===== src/rtl/stoch_stream_gen.sv =====
// Multi-channel stochastic bitstream generator: one maximal-length Fibonacci LFSR per channel,
// compared against a captured probability. Define ONES_COUNT_EN to build per-channel ones counters.
module stoch_stream_gen #(
    parameter int CH    = 4,
    parameter int W     = 16,
    parameter int PW    = 8,
    parameter int LEN_W = 16
) (
    input  logic                  clk,
    input  logic                  rst,
    input  logic                  start,
    input  logic                  abort,
    input  logic [W-1:0]          seed,
    input  logic [CH*PW-1:0]      prob,
    input  logic [LEN_W-1:0]      len,
    output logic                  busy,
    output logic                  done,
    output logic                  bits_valid,
    input  logic                  bits_ready,
    output logic [CH-1:0]         bits,
    output logic [CH*LEN_W-1:0]   ones_cnt
);

    // Tap masks hold bit (n-1) for every x^n term of the feedback polynomial.
    function automatic logic [31:0] tap_mask32(input int width);
        case (width)
            8:       return 32'h0000_00B8;
            16:      return 32'h0000_B400;
            24:      return 32'h00E1_0000;
            default: return 32'h8020_0003;
        endcase
    endfunction

    localparam logic [31:0]  TAP_MASK32 = tap_mask32(W);
    localparam logic [W-1:0] TAP_MASK   = TAP_MASK32[W-1:0];

    typedef enum logic [1:0] {
        IDLE = 2'd0,
        LOAD = 2'd1,
        RUN  = 2'd2,
        DONE = 2'd3
    } state_t;

    state_t             state_reg;
    logic               busy_reg;
    logic               done_reg;
    logic               valid_reg;
    logic [LEN_W-1:0]   remaining_reg;
    logic [LEN_W-1:0]   len_reg;
    logic [W-1:0]       seed_reg;
    logic [CH*PW-1:0]   prob_reg;
    logic               xfer;

    assign xfer       = valid_reg & bits_ready;
    assign busy       = busy_reg;
    assign done       = done_reg;
    assign bits_valid = valid_reg;

    always_ff @(posedge clk) begin
        if (rst) begin
            state_reg     <= IDLE;
            busy_reg      <= 1'b0;
            done_reg      <= 1'b0;
            valid_reg     <= 1'b0;
            remaining_reg <= '0;
            len_reg       <= '0;
            seed_reg      <= '0;
            prob_reg      <= '0;
        end else begin
            case (state_reg)
                IDLE: begin
                    if (start) begin
                        prob_reg <= prob;
                        seed_reg <= seed;
                        len_reg  <= len;
                        if (len != '0) begin
                            state_reg <= LOAD;
                            busy_reg  <= 1'b1;
                        end else begin
                            state_reg <= DONE;
                            done_reg  <= 1'b1;
                        end
                    end
                end
                LOAD: begin
                    remaining_reg <= len_reg;
                    state_reg     <= RUN;
                    valid_reg     <= 1'b1;
                end
                RUN: begin
                    if (xfer) begin
                        remaining_reg <= remaining_reg - LEN_W'(1);
                        if (remaining_reg == LEN_W'(1)) begin
                            state_reg <= DONE;
                            busy_reg  <= 1'b0;
                            valid_reg <= 1'b0;
                            done_reg  <= 1'b1;
                        end
                    end
                end
                default: begin
                    state_reg <= IDLE;
                    done_reg  <= 1'b0;
                end
            endcase
            // Abort overrides whatever the state case decided; a beat moved this cycle still
            // advances the LFSRs and counters, which are updated independently below.
            if (abort && state_reg != IDLE) begin
                state_reg <= IDLE;
                busy_reg  <= 1'b0;
                valid_reg <= 1'b0;
                done_reg  <= 1'b0;
            end
        end
    end

    generate
        for (genvar gi = 0; gi < CH; gi++) begin : g_ch
            localparam logic [W-1:0] CH_OFS = W'(gi) << (W / 2);

            logic [W-1:0] lfsr_reg;
            logic [W-1:0] seed_mix;
            logic [W-1:0] seed_load;

            assign seed_mix  = seed_reg ^ CH_OFS;
            assign seed_load = (seed_mix == '0) ? W'(1) : seed_mix;

            always_ff @(posedge clk) begin
                if (rst) begin
                    lfsr_reg <= W'(1);
                end else if (state_reg == LOAD) begin
                    lfsr_reg <= seed_load;
                end else if (xfer) begin
                    lfsr_reg <= {lfsr_reg[W-2:0], ^(lfsr_reg & TAP_MASK)};
                end
            end

            assign bits[gi] = (lfsr_reg[PW-1:0] < prob_reg[gi*PW +: PW]);

`ifdef ONES_COUNT_EN
            logic [LEN_W-1:0] cnt_reg;

            always_ff @(posedge clk) begin
                if (rst || state_reg == LOAD) begin
                    cnt_reg <= '0;
                end else if (xfer && bits[gi] && cnt_reg != '1) begin
                    cnt_reg <= cnt_reg + LEN_W'(1);
                end
            end

            assign ones_cnt[gi*LEN_W +: LEN_W] = cnt_reg;
`else
            assign ones_cnt[gi*LEN_W +: LEN_W] = '0;
`endif
        end
    endgenerate

endmodule

===== config.mk =====
export PLATFORM = sky130hd
export DESIGN_NAME = stoch_stream_gen
export DESIGN_NICKNAME = d
export VERILOG_FILES = /design/src/rtl/stoch_stream_gen.sv
export SDC_FILE = /design/constraint.sdc
export NUM_CORES = 1
export LEC_CHECK = 0
export CAP_MARGIN = 20
export CELL_PAD_IN_SITES_DETAIL_PLACEMENT = 1
export CELL_PAD_IN_SITES_GLOBAL_PLACEMENT = 2
export CORE_UTILIZATION = 30
export CTS_CLUSTER_DIAMETER = 100
export DETAILED_ROUTE_END_ITERATION = 12
export GPL_TIMING_DRIVEN = 1
export PLACE_DENSITY = 0.92
export SETUP_SLACK_MARGIN = 0.05
export SLEW_MARGIN = 20
export SYNTH_ARGS = -nofsm -noshare
export SYNTH_HDL_FRONTEND = slang
export SYNTH_SLANG_ARGS = --single-unit

===== constraint.sdc =====
create_clock -name clk -period 2.7 [get_ports clk]
set_clock_uncertainty 0.1 [all_clocks]
set_input_delay 0.54 -clock clk [delete_from_list [all_inputs] [get_ports clk]]
set_output_delay 0.54 -clock clk [all_outputs]
set_load 0.01 [all_outputs]

==> impl_metrics.env, run 1 <==
export IMPL_synthFlopType="dfxtp_1"
export IMPL_nets=1099
export IMPL_globalRouteTotalUtil=0.161
export IMPL_grt_pass1_vias=6200
export IMPL_p_leak_nw=3.32
export IMPL_finalPower_mw=9.64
export IMPL_avgSynthCellArea_um2=7.82
export IMPL_synth_fa_ha_area_frac=0.0584
export IMPL_synth_top_cells_by_area="dfxtp_1 41%, nand2_1 14%, buf_4 6.6%"
export IMPL_fin_ws_ps=107
export IMPL_p_comb_frac=0.408
export IMPL_peakVddDrop_mv=0.458
export IMPL_cp_start_kind="flip-flop"
export IMPL_ys_seq_elements=149
export IMPL_viasPerCell=4.74
export IMPL_setup_viol=0
export IMPL_ant_nets=0
export IMPL_grt_max_degree=62
export IMPL_slew_headroom=0.572
export IMPL_synth_top_family_by_area="simple AND/OR/NAND/NOR gates"
export IMPL_holdWs_ps=351
export IMPL_status="complete, no violations"
export IMPL_antenna_cells=0
export IMPL_seq_area_frac_synth=0.410
export IMPL_syn_to_final_growth_pct=21.7
export IMPL_drcViolationCount=0
export IMPL_antenna_found_initial=0
export IMPL_synth_xor_area_share=0.0144
export IMPL_cap_viol_max_count=0
export IMPL_max_freq_mhz=386
export IMPL_synth_most_common_cell="nand2_1"
export IMPL_vias=6294
export IMPL_switchingPower_mw=3.68
export IMPL_p_seq_frac=0.350
export IMPL_synth_area_mux_share=0.0208
export IMPL_hold_viol=0
export IMPL_reg2regPathDepth=5
export IMPL_cellPowerDensity_nw_per_um2=1090
export IMPL_endpoint_kind="output port"
export IMPL_dp_slack_ps=-75.8
export IMPL_drt_iter0_markers=321
export IMPL_whs_path_depth=2
export IMPL_worstPathArrival_ps=1950
export IMPL_yosys_area_top_type_share=0.410
export IMPL_globalplace_congestion=0.765
export IMPL_path_clk_slew_ps=60
export IMPL_worstPathRequired_ps=2060
export IMPL_clock_power_share=0.241
export IMPL_cts_htree_levels=4
export IMPL_cts_tree="yes"
export IMPL_synthArstFlopShare=0
export IMPL_clock_sinks=149
export IMPL_drive_above_1_share=0.0813
export IMPL_cts_root_buffer="clkbuf_16"
export IMPL_yosys_warnings=0
export IMPL_syn_cell_area_um2=7280
export IMPL_p_sw_frac=0.382
export IMPL_drt_total_wl_mm=19.7
export IMPL_period_minus_slack_ps=2590
export IMPL_rows=56
export IMPL_synth_compound_area_share=0.184
export IMPL_yosys_area_share_simple=0.194
export IMPL_clockBufferDepth=2
export IMPL_io_pin_count=140
export IMPL_path_class="reg -> out"
export IMPL_final_util=0.375
export IMPL_dp_hpwl_mm=13.6
export IMPL_synth_common_cells="277 x nand2_1, 149 x dfxtp_1, 87 x a21oi_1"
export IMPL_p_int_mw=5.96
export IMPL_rsz0062_at_grt="true"
export IMPL_finalSetupTns_ps=0
export IMPL_fin_crit_sh=0.960
export IMPL_port_buffers=75
export IMPL_initial_core_util=0.308
export IMPL_dieArea_um2=24900
export IMPL_hold_path_class="reg -> reg"
export IMPL_max_stage_delay_ps=390
export IMPL_clk_latency_ps=420
export IMPL_dieWidth_um=158
export IMPL_synth_area_leader_cell="dfxtp_1"
export IMPL_synth_cells=931
export IMPL_synth_edff_count=0
export IMPL_slew_violations=0
export IMPL_cp_slowest_cell="a2111oi_4"
export IMPL_largest_register_ff_count=64
export IMPL_core_area_um2=23600
export IMPL_cts_buffers=17
export IMPL_dr_pass1_iters=4
export IMPL_tightest_slew_ps=643
export IMPL_path_max_fanout=2
export IMPL_overflow=0
export IMPL_grt_pass1_wl_mm=31.6
export IMPL_synth_distinct_cells=51
export IMPL_die_h_um=158
export IMPL_routedWlPerCell_um=14.8
export IMPL_cp_cell_sequence="inv_1 -> ha_1 -> a2111oi_4 -> nand2_1 -> o21ai_0 -> a31o_2 -> dlygate4sd2_1"
## final cells by class
type	instances	area (um^2)
Fill cell	2850	14800
Multi-Input combinational cell	685	3800
Sequential cell	149	2980
Timing Repair Buffer	100	942
Clock buffer	20	447
Tap cell	319	399
Inverter	43	161
Clock inverter	11	128
## power by group through the flow
stage | clock network, mW | logic [mW] | registers, mW
after detailed placement | 0 | 3.74 | 3.41
after global placement | 0 | 3.63 | 3.37
after global routing | 2.48 | 4.42 | 3.46
after CTS | 2.37 | 3.92 | 3.38
final | 2.33 | 3.94 | 3.38
after floorplan | 0 | 2.73 | 3.25
## per-layer routing
metal / part of all wire / track usage / up-vias
li1: - / - / 3164
met1: 0.50 / 0.218 / 2996
met2: 0.45 / 0.262 / 120
met3: 0.034 / 0.0244 / 14
met4: 0.012 / 0.0522 / 0
met5: 0 / 0 / -
## placed cells by master (no fill, tap or decap), types with 3 or more instances in the layout
cell type        instances
clkbuf_2                 3
nand2b_1                 4
mux2i_1                 14
nor2b_1                  5
nand2_1                276
clkbuf_16               17
o21ai_1                  3
xnor2_1                 12
a31o_2                   4
o21bai_1                13
clkdlybuf4s50_1         70
dfxtp_1                149
nor4_1                  11
clkinvlp_4               3
inv_1                   42
o21ai_0                 11
nor3_1                   9
a221oi_1                 7
ha_4                     3
nor2_1                  22
a21o_1                   4
a31oi_1                 60
a2111oi_4                4
conb_1                  64
buf_4                   23
a21oi_1                 87
ha_1                    31
a211oi_1                 4
o21a_1                   4
## through the flow
| stage | instance area (um^2) | instances |
|---|---|---|
| 2_1_floorplan | 7520 | 994 |
| 3_3_place_gp | 8170 | 1293 |
| 3_5_place_dp | 8170 | 1293 |
| 4_1_cts | 8850 | 1324 |
| 5_1_grt | 8860 | 1327 |
| 6_report | 8860 | 1327 |
## repair_timing
item | in CTS | in global routing
pin swaps | 2 | 3
hold buffers | 0 | 0
gates cloned | 0 | 0
setup endpoints to repair | 4 | 4
resized for setup | 19 | 9
buffers inserted | 0 | 3
## cells by family after synthesis
family | after synthesis
compound gates | 216
xor+xnor | 12
fa+ha+maj | 34
buf+inv | 160
flops | 149
mux | 15
other cells | 1
simple gates | 344
## critical path, delay by kind of cell (launching register included)
kind | cells | cell delay, ps
AO/OA/AOI/OAI | 3 | 600
adder cells (fa/ha/maj) | 1 | 220
buffers and inverters | 2 | 300
flip-flops | 1 | 330
AND/OR/NAND/NOR | 1 | 90
## final timing paths
check	start	end	slack, ps
worst min-delay path	prob_reg[31]	prob_reg[31]	350
worst min register to register	prob_reg[31]	prob_reg[31]	350
worst max-delay path	prob_reg[12]	bits[1]	110
worst max register to register	remaining_reg[7]	busy	320
(Power assumes the default switching activity.)
==> run 2: changes to the inputs <==
- clock period: 2.7 -> 2.9 ns (I/O delays scaled with it)
==> run 2 against run 1 <==
Sequential share of layout area about the same. Count of clock-buffer cells in the layout unchanged. Global-route usage increased by 0.32 points. Clock power increased by 4%. Via count about the same. Power decreased by 5.1%. Non-clock buffer count decreased by 6. Die area unchanged. Routed wire length increased by 0.93%. Design area about the same. Register-to-register slack improved by 190 ps. Combinational power decreased by 8.6%.
==> impl_metrics.env, run 2 (synthesis results as in run 1) <==
export IMPL_status="complete, no violations"
export IMPL_cts_tree="yes"
export IMPL_period_minus_slack_ps=2730
export IMPL_setup_viol=0
export IMPL_max_freq_mhz=367
export IMPL_path_clk_slew_ps=70
export IMPL_cp_cell_sequence="inv_1 -> ha_1 -> a2111oi_4 -> nand2_1 -> o21ai_0 -> a31o_2 -> dlygate4sd2_1"
export IMPL_multi_input_area_um2=3780
export IMPL_cp_slowest_cell="a2111oi_4"
export IMPL_hold_path_class="reg -> reg"
export IMPL_cts_buffers=17
export IMPL_cellPowerDensity_nw_per_um2=1030
export IMPL_grt_pass1_wl_mm=31.8
export IMPL_syn_to_final_growth_pct=21.8
export IMPL_layout_cells_non_filler=1322
export IMPL_drt_iter0_markers=353
export IMPL_drive_above_1_share=0.0718
export IMPL_slew_violations=0
export IMPL_antenna_cells=0
export IMPL_crit_family="compound AO/OA/AOI/OAI gates"
export IMPL_final_common_cell="nand2_1"
export IMPL_holdWs_ps=356
export IMPL_nets=1093
export IMPL_cts_htree_levels=4
export IMPL_final_util=0.376
export IMPL_hold_viol=0
export IMPL_initial_core_util=0.308
export IMPL_ant_nets=0
export IMPL_peakVddDrop_mv=0.462
export IMPL_viasPerCell=4.76
export IMPL_clock_sinks=149
export IMPL_cts_root_buffer="clkbuf_16"
export IMPL_dieWidth_um=158
export IMPL_overflow=0
export IMPL_postCtsHoldBufs=0
export IMPL_worstPathRequired_ps=2220
export IMPL_ff_latch_area_um2=2980
export IMPL_dieArea_um2=24900
export IMPL_placed_area_um2=8150
export IMPL_mostFrequentLayoutCells="276 x nand2_1, 149 x dfxtp_1, 87 x a21oi_1, 70 x clkdlybuf4s50_1, 64 x conb_1"
export IMPL_finalSetupTns_ps=0
export IMPL_vias=6290
export IMPL_fin_area_um2=8870
export IMPL_max_stage_delay_ps=340
export IMPL_grt_pass1_vias=6260
export IMPL_rows=56
export IMPL_port_buffers=75
export IMPL_fin_crit_sh=0.940
export IMPL_routedWlPerCell_um=15.0
export IMPL_cap_viol_max_count=0
export IMPL_io_pin_count=140
export IMPL_antenna_found_initial=0
export IMPL_drt_total_wl_mm=19.9
export IMPL_largest_register_ff_count=64
export IMPL_rsz0062_at_grt="false"
export IMPL_grt_max_degree=72
export IMPL_tightest_slew_ps=734
export IMPL_path_class="reg -> out"
export IMPL_globalRouteTotalUtil=0.164
export IMPL_p_leak_nw=3.32
export IMPL_worstPathArrival_ps=2050
export IMPL_drcViolationCount=0
export IMPL_dr_pass1_iters=5
export IMPL_cp_start_kind="flip-flop"
export IMPL_clk_latency_ps=430
export IMPL_dp_hpwl_mm=13.6
export IMPL_dp_cells=1290
export IMPL_num_fill_cells=2873
export IMPL_core_area_um2=23600
export IMPL_clockBufferDepth=2
export IMPL_slew_headroom=0.511
export IMPL_crit_buf_inv=2
export IMPL_endpoint_kind="output port"
export IMPL_die_h_um=158
export IMPL_globalplace_congestion=0.762
export IMPL_path_max_fanout=2
==> run 2: changes by cell type in the layout (fill, tap and decap cells not counted), moves of 3 or more <==
cell           previous run  this run
clkbuf_2                  3         0
buf_4                    23        17
o21ai_1                   3         0
dlygate4sd2_1             1         4
o21ai_0                  11        14
==> run 2: final timing paths <==
path                            cells past startpoint  slack, ps               end    startpoint
worst max-delay path                                7        170           bits[1]  prob_reg[13]
worst min-delay path                                2        360      prob_reg[26]  prob_reg[26]
worst max register to register                      7        510  remaining_reg[6]  state_reg[0]
worst min register to register                      2        360      prob_reg[26]  prob_reg[26]
==> run 2: layer usage <==
layer | vias to the layer above | track usage | share of wire
li1 | 3141 | - | -
met2 | 139 | 0.269 | 0.45
met1 | 2993 | 0.218 | 0.50
met3 | 17 | 0.0307 | 0.036
met4 | 0 | 0.0485 | 0.012
met5 | - | 0 | 0
==> run 2: final cells by class <==
cell class,count,area share
Multi-Input combinational cell,685,0.426
Sequential cell,149,0.336
Timing Repair Buffer,94,0.102
Clock buffer,20,0.0504
Tap cell,319,0.0450
Clock inverter,12,0.0217
Inverter,43,0.0182
==> run 2: stage by stage <==
stage	setup slack, ps	total power, mW
finish	173	9.15
CTS	133	9.24
global route	74.9	9.80
global placement	226	6.50
floorplan	658	5.57
detailed placement	75.7	6.66
==> run 2: timing repair <==
action,4_1_cts,5_1_grt
pin swaps,0,1
setup endpoints to repair,4,1
setup buffers,0,0
gates resized for setup,16,1
==> run 2: worst min-delay path, cell delays in order, from the launching register on <==
cell and delay (ps):
dfxtp_1 310, nand2_1 50, a21oi_1 50
==> run 2: where the power goes <==
group          switching, mW  internal (mW)  leakage (nW)  total [mW]
sequential             0.475           2.65          1.22        3.13
clock                  0.942           1.48         0.305        2.43
combinational           2.05           1.54          1.80        3.60
==> run 3: changes to the inputs <==
- ABC_AREA: unset -> 1
- CAP_MARGIN: 20 -> 30
- PLACE_DENSITY: 0.92 -> 0.93
==> run 3 against run 2 <==
Count of clock-buffer cells in the layout grew 4. Flip-flop and latch count unchanged. Fmax grew 0.22%. Critical path depth is 1 lower. Register-to-register slack better by 310 ps. Largest cell class unchanged.
==> impl_metrics.env, run 3 <==
export IMPL_grt_use_met2=0.270
export IMPL_grtUsageMet3=0.0300
export IMPL_cap_viol_max_count=0
export IMPL_io_pin_count=140
export IMPL_use_met1=0.210
export IMPL_cts_tree="yes"
export IMPL_finalSetupTns_ps=0
export IMPL_dieArea_um2=25900
export IMPL_rows=57
export IMPL_seq_area_frac_synth=0.393
export IMPL_hold_end="prob_reg[29]"
export IMPL_antenna_found_initial=0
export IMPL_r2r_end="g_ch[1].lfsr_reg[3]"
export IMPL_worstPathRequired_ps=2220
export IMPL_syn_to_final_growth_pct=18.5
export IMPL_path_class="reg -> out"
export IMPL_die_h_um=161
export IMPL_synth_cells=1031
export IMPL_globalplace_congestion=0.765
export IMPL_grt_pass1_wl_mm=33.7
export IMPL_ant_nets=0
export IMPL_postCtsHoldBufs=0
export IMPL_status="complete, no violations"
export IMPL_synthFlopType="dfxtp_1"
export IMPL_slew_violations=0
export IMPL_drt_total_wl_mm=20.6
export IMPL_holdWs_ps=360
export IMPL_multi_input_area_um2=3740
export IMPL_endpoint_kind="output port"
export IMPL_worstPathArrival_ps=2040
export IMPL_reg2reg_slack_ps=820
export IMPL_avgSynthCellArea_um2=7.36
export IMPL_mostFrequentLayoutCells="175 x a21oi_1, 155 x o21ai_0, 149 x dfxtp_1, 129 x nor2_1, 106 x nand2_1"
export IMPL_yosys_area_top_type_share=0.393
export IMPL_ff_latch_area_um2=2980
export IMPL_nets=1186
export IMPL_ys_seq_elements=149
export IMPL_slew_headroom=0.459
export IMPL_cellPowerDensity_nw_per_um2=1050
export IMPL_synth_distinct_cells=38
export IMPL_synth_most_common_cell="a21oi_1"
export IMPL_final_common_cell="a21oi_1"
export IMPL_grt_pass1_vias=6695
export IMPL_crit_start="prob_reg[15]"
export IMPL_clock_sinks=149
export IMPL_antenna_cells=0
export IMPL_tightest_slew_ps=805
export IMPL_path_max_fanout=2
export IMPL_p_leak_nw=3.82
export IMPL_drt_iter0_markers=396
export IMPL_grt_max_degree=94
export IMPL_whs_path_depth=2
export IMPL_syn_cell_area_um2=7580
export IMPL_largest_register_ff_count=64
export IMPL_routedWlPerCell_um=14.5
export IMPL_clockBufferDepth=2
export IMPL_reg2regPathDepth=8
export IMPL_hold_viol=0
export IMPL_drcViolationCount=0
export IMPL_cts_root_buffer="clkbuf_16"
export IMPL_synth_area_leader_cell="dfxtp_1"
export IMPL_rsz0062_at_grt="false"
export IMPL_dieWidth_um=161
export IMPL_synth_common_cells="175 x a21oi_1, 155 x o21ai_0, 149 x dfxtp_1"
export IMPL_vias=6785
export IMPL_cts_buffers=17
export IMPL_peakVddDrop_mv=0.435
export IMPL_cts_htree_levels=4
export IMPL_fin_crit_sh=0.938
export IMPL_core_area_um2=24500
export IMPL_viasPerCell=4.78
export IMPL_finalPower_mw=9.47
export IMPL_path_clk_slew_ps=60
export IMPL_crit_reg2reg_launch="state_reg[1]"
export IMPL_initial_core_util=0.309
export IMPL_yosys_warnings=0
export IMPL_synthArstFlopShare=0
export IMPL_synth_top_cells_by_area="dfxtp_1 39%, a21oi_1 12%, o21ai_0 10%"
export IMPL_overflow=0
export IMPL_synth_edff_count=0
export IMPL_num_fill_cells=3040
export IMPL_drive_above_1_share=0.0593
export IMPL_grt_busiest_layer="met2"
export IMPL_globalRouteTotalUtil=0.163
export IMPL_period_minus_slack_ps=2720
export IMPL_port_buffers=75
export IMPL_dr_pass1_iters=5
export IMPL_post_cts_setup_buffers=0
export IMPL_cp_start_kind="flip-flop"
export IMPL_max_freq_mhz=368
export IMPL_clk_latency_ps=430
export IMPL_setup_viol=0
export IMPL_dp_hpwl_mm=14.4
export IMPL_hold_path_class="reg -> reg"
export IMPL_final_util=0.366
export IMPL_hold_path_startpoint="prob_reg[29]"
==> run 3: changes by cell type in the layout (fill, tap and decap cells not counted), sizes merged, moves of 14 or more <==
cell / previous run / this run
nand2: 277 / 112
o21ai: 14 / 164
nor2: 23 / 138
a21oi: 87 / 175
a31oi: 60 / 2
inv: 46 / 84
nand3: 2 / 18
mux2i: 14 / 0
==> run 3: final cells by class <==
class | instances | area share
multi-input cells | 741 | 0.416
inverters | 84 | 0.0362
clock buffers | 24 | 0.0536
well taps | 324 | 0.0451
flip-flops and latches | 149 | 0.332
clock inverters | 8 | 0.0163
repair buffers | 90 | 0.101
==> run 3: how the worst max path moves through the flow <==
stage                       endpoint  slack, ps  depth (start not counted)
global placement             bits[3]        560                          7
detailed placement  remaining_reg[2]        550                          7
global route                 bits[1]         70                          6
floorplan                    bits[2]       1110                          6
finish                       bits[1]        180                          6
CTS                          bits[2]         80                          7
==> run 3: metrics by stage <==
stage	std cells	area (um^2)	setup slack, ps
final	1420	8990	179
after CTS	1420	8980	84.1
after global routing	1420	8990	71.4
after floorplan	1094	7820	1110
after global placement	1388	8350	559
after detailed placement	1388	8350	551
==> run 3: cell families after synthesis <==
kind of cell / synth area share
adders and majority gates: 0.0561
other: 0.000494
DFF: 0.393
buffers and inverters: 0.145
xor gates and xnor gates: 0.0104
and+or+nand+nor: 0.154
AOI/OAI and AO/OA: 0.241
==> run 3: worst max-delay path: stages, from the launching register on <==
cell and delay [ps]:
dfxtp_1 310, inv_1 50, ha_1 300, a21oi_1 160, o21ai_0 110, a21oi_1 130
clkdlybuf4s50_1 550
==> run 3: layer usage <==
layer / wire [um] / part of all wire / vias to the layer above
li1: - / - / 3414
met1: 9560 / 0.46 / 3209
met2: 9830 / 0.48 / 139
met3: 807 / 0.039 / 23
met4: 406 / 0.020 / 0
met5: 0 / 0 / -
==> run 3: what timing repair did <==
| item | 4_1_cts | 5_1_grt |
|---|---|---|
| hold endpoints to repair | 0 | 0 |
| endpoints found under the setup margin | 0 | 3 |
| resized for setup | 0 | 3 |
==> run 3: where the power goes <==
part	leakage, nW	internal, mW	switching, mW
Clock	0.304	1.51	0.869
Combinational	2.29	1.49	2.44
Sequential	1.23	2.69	0.467
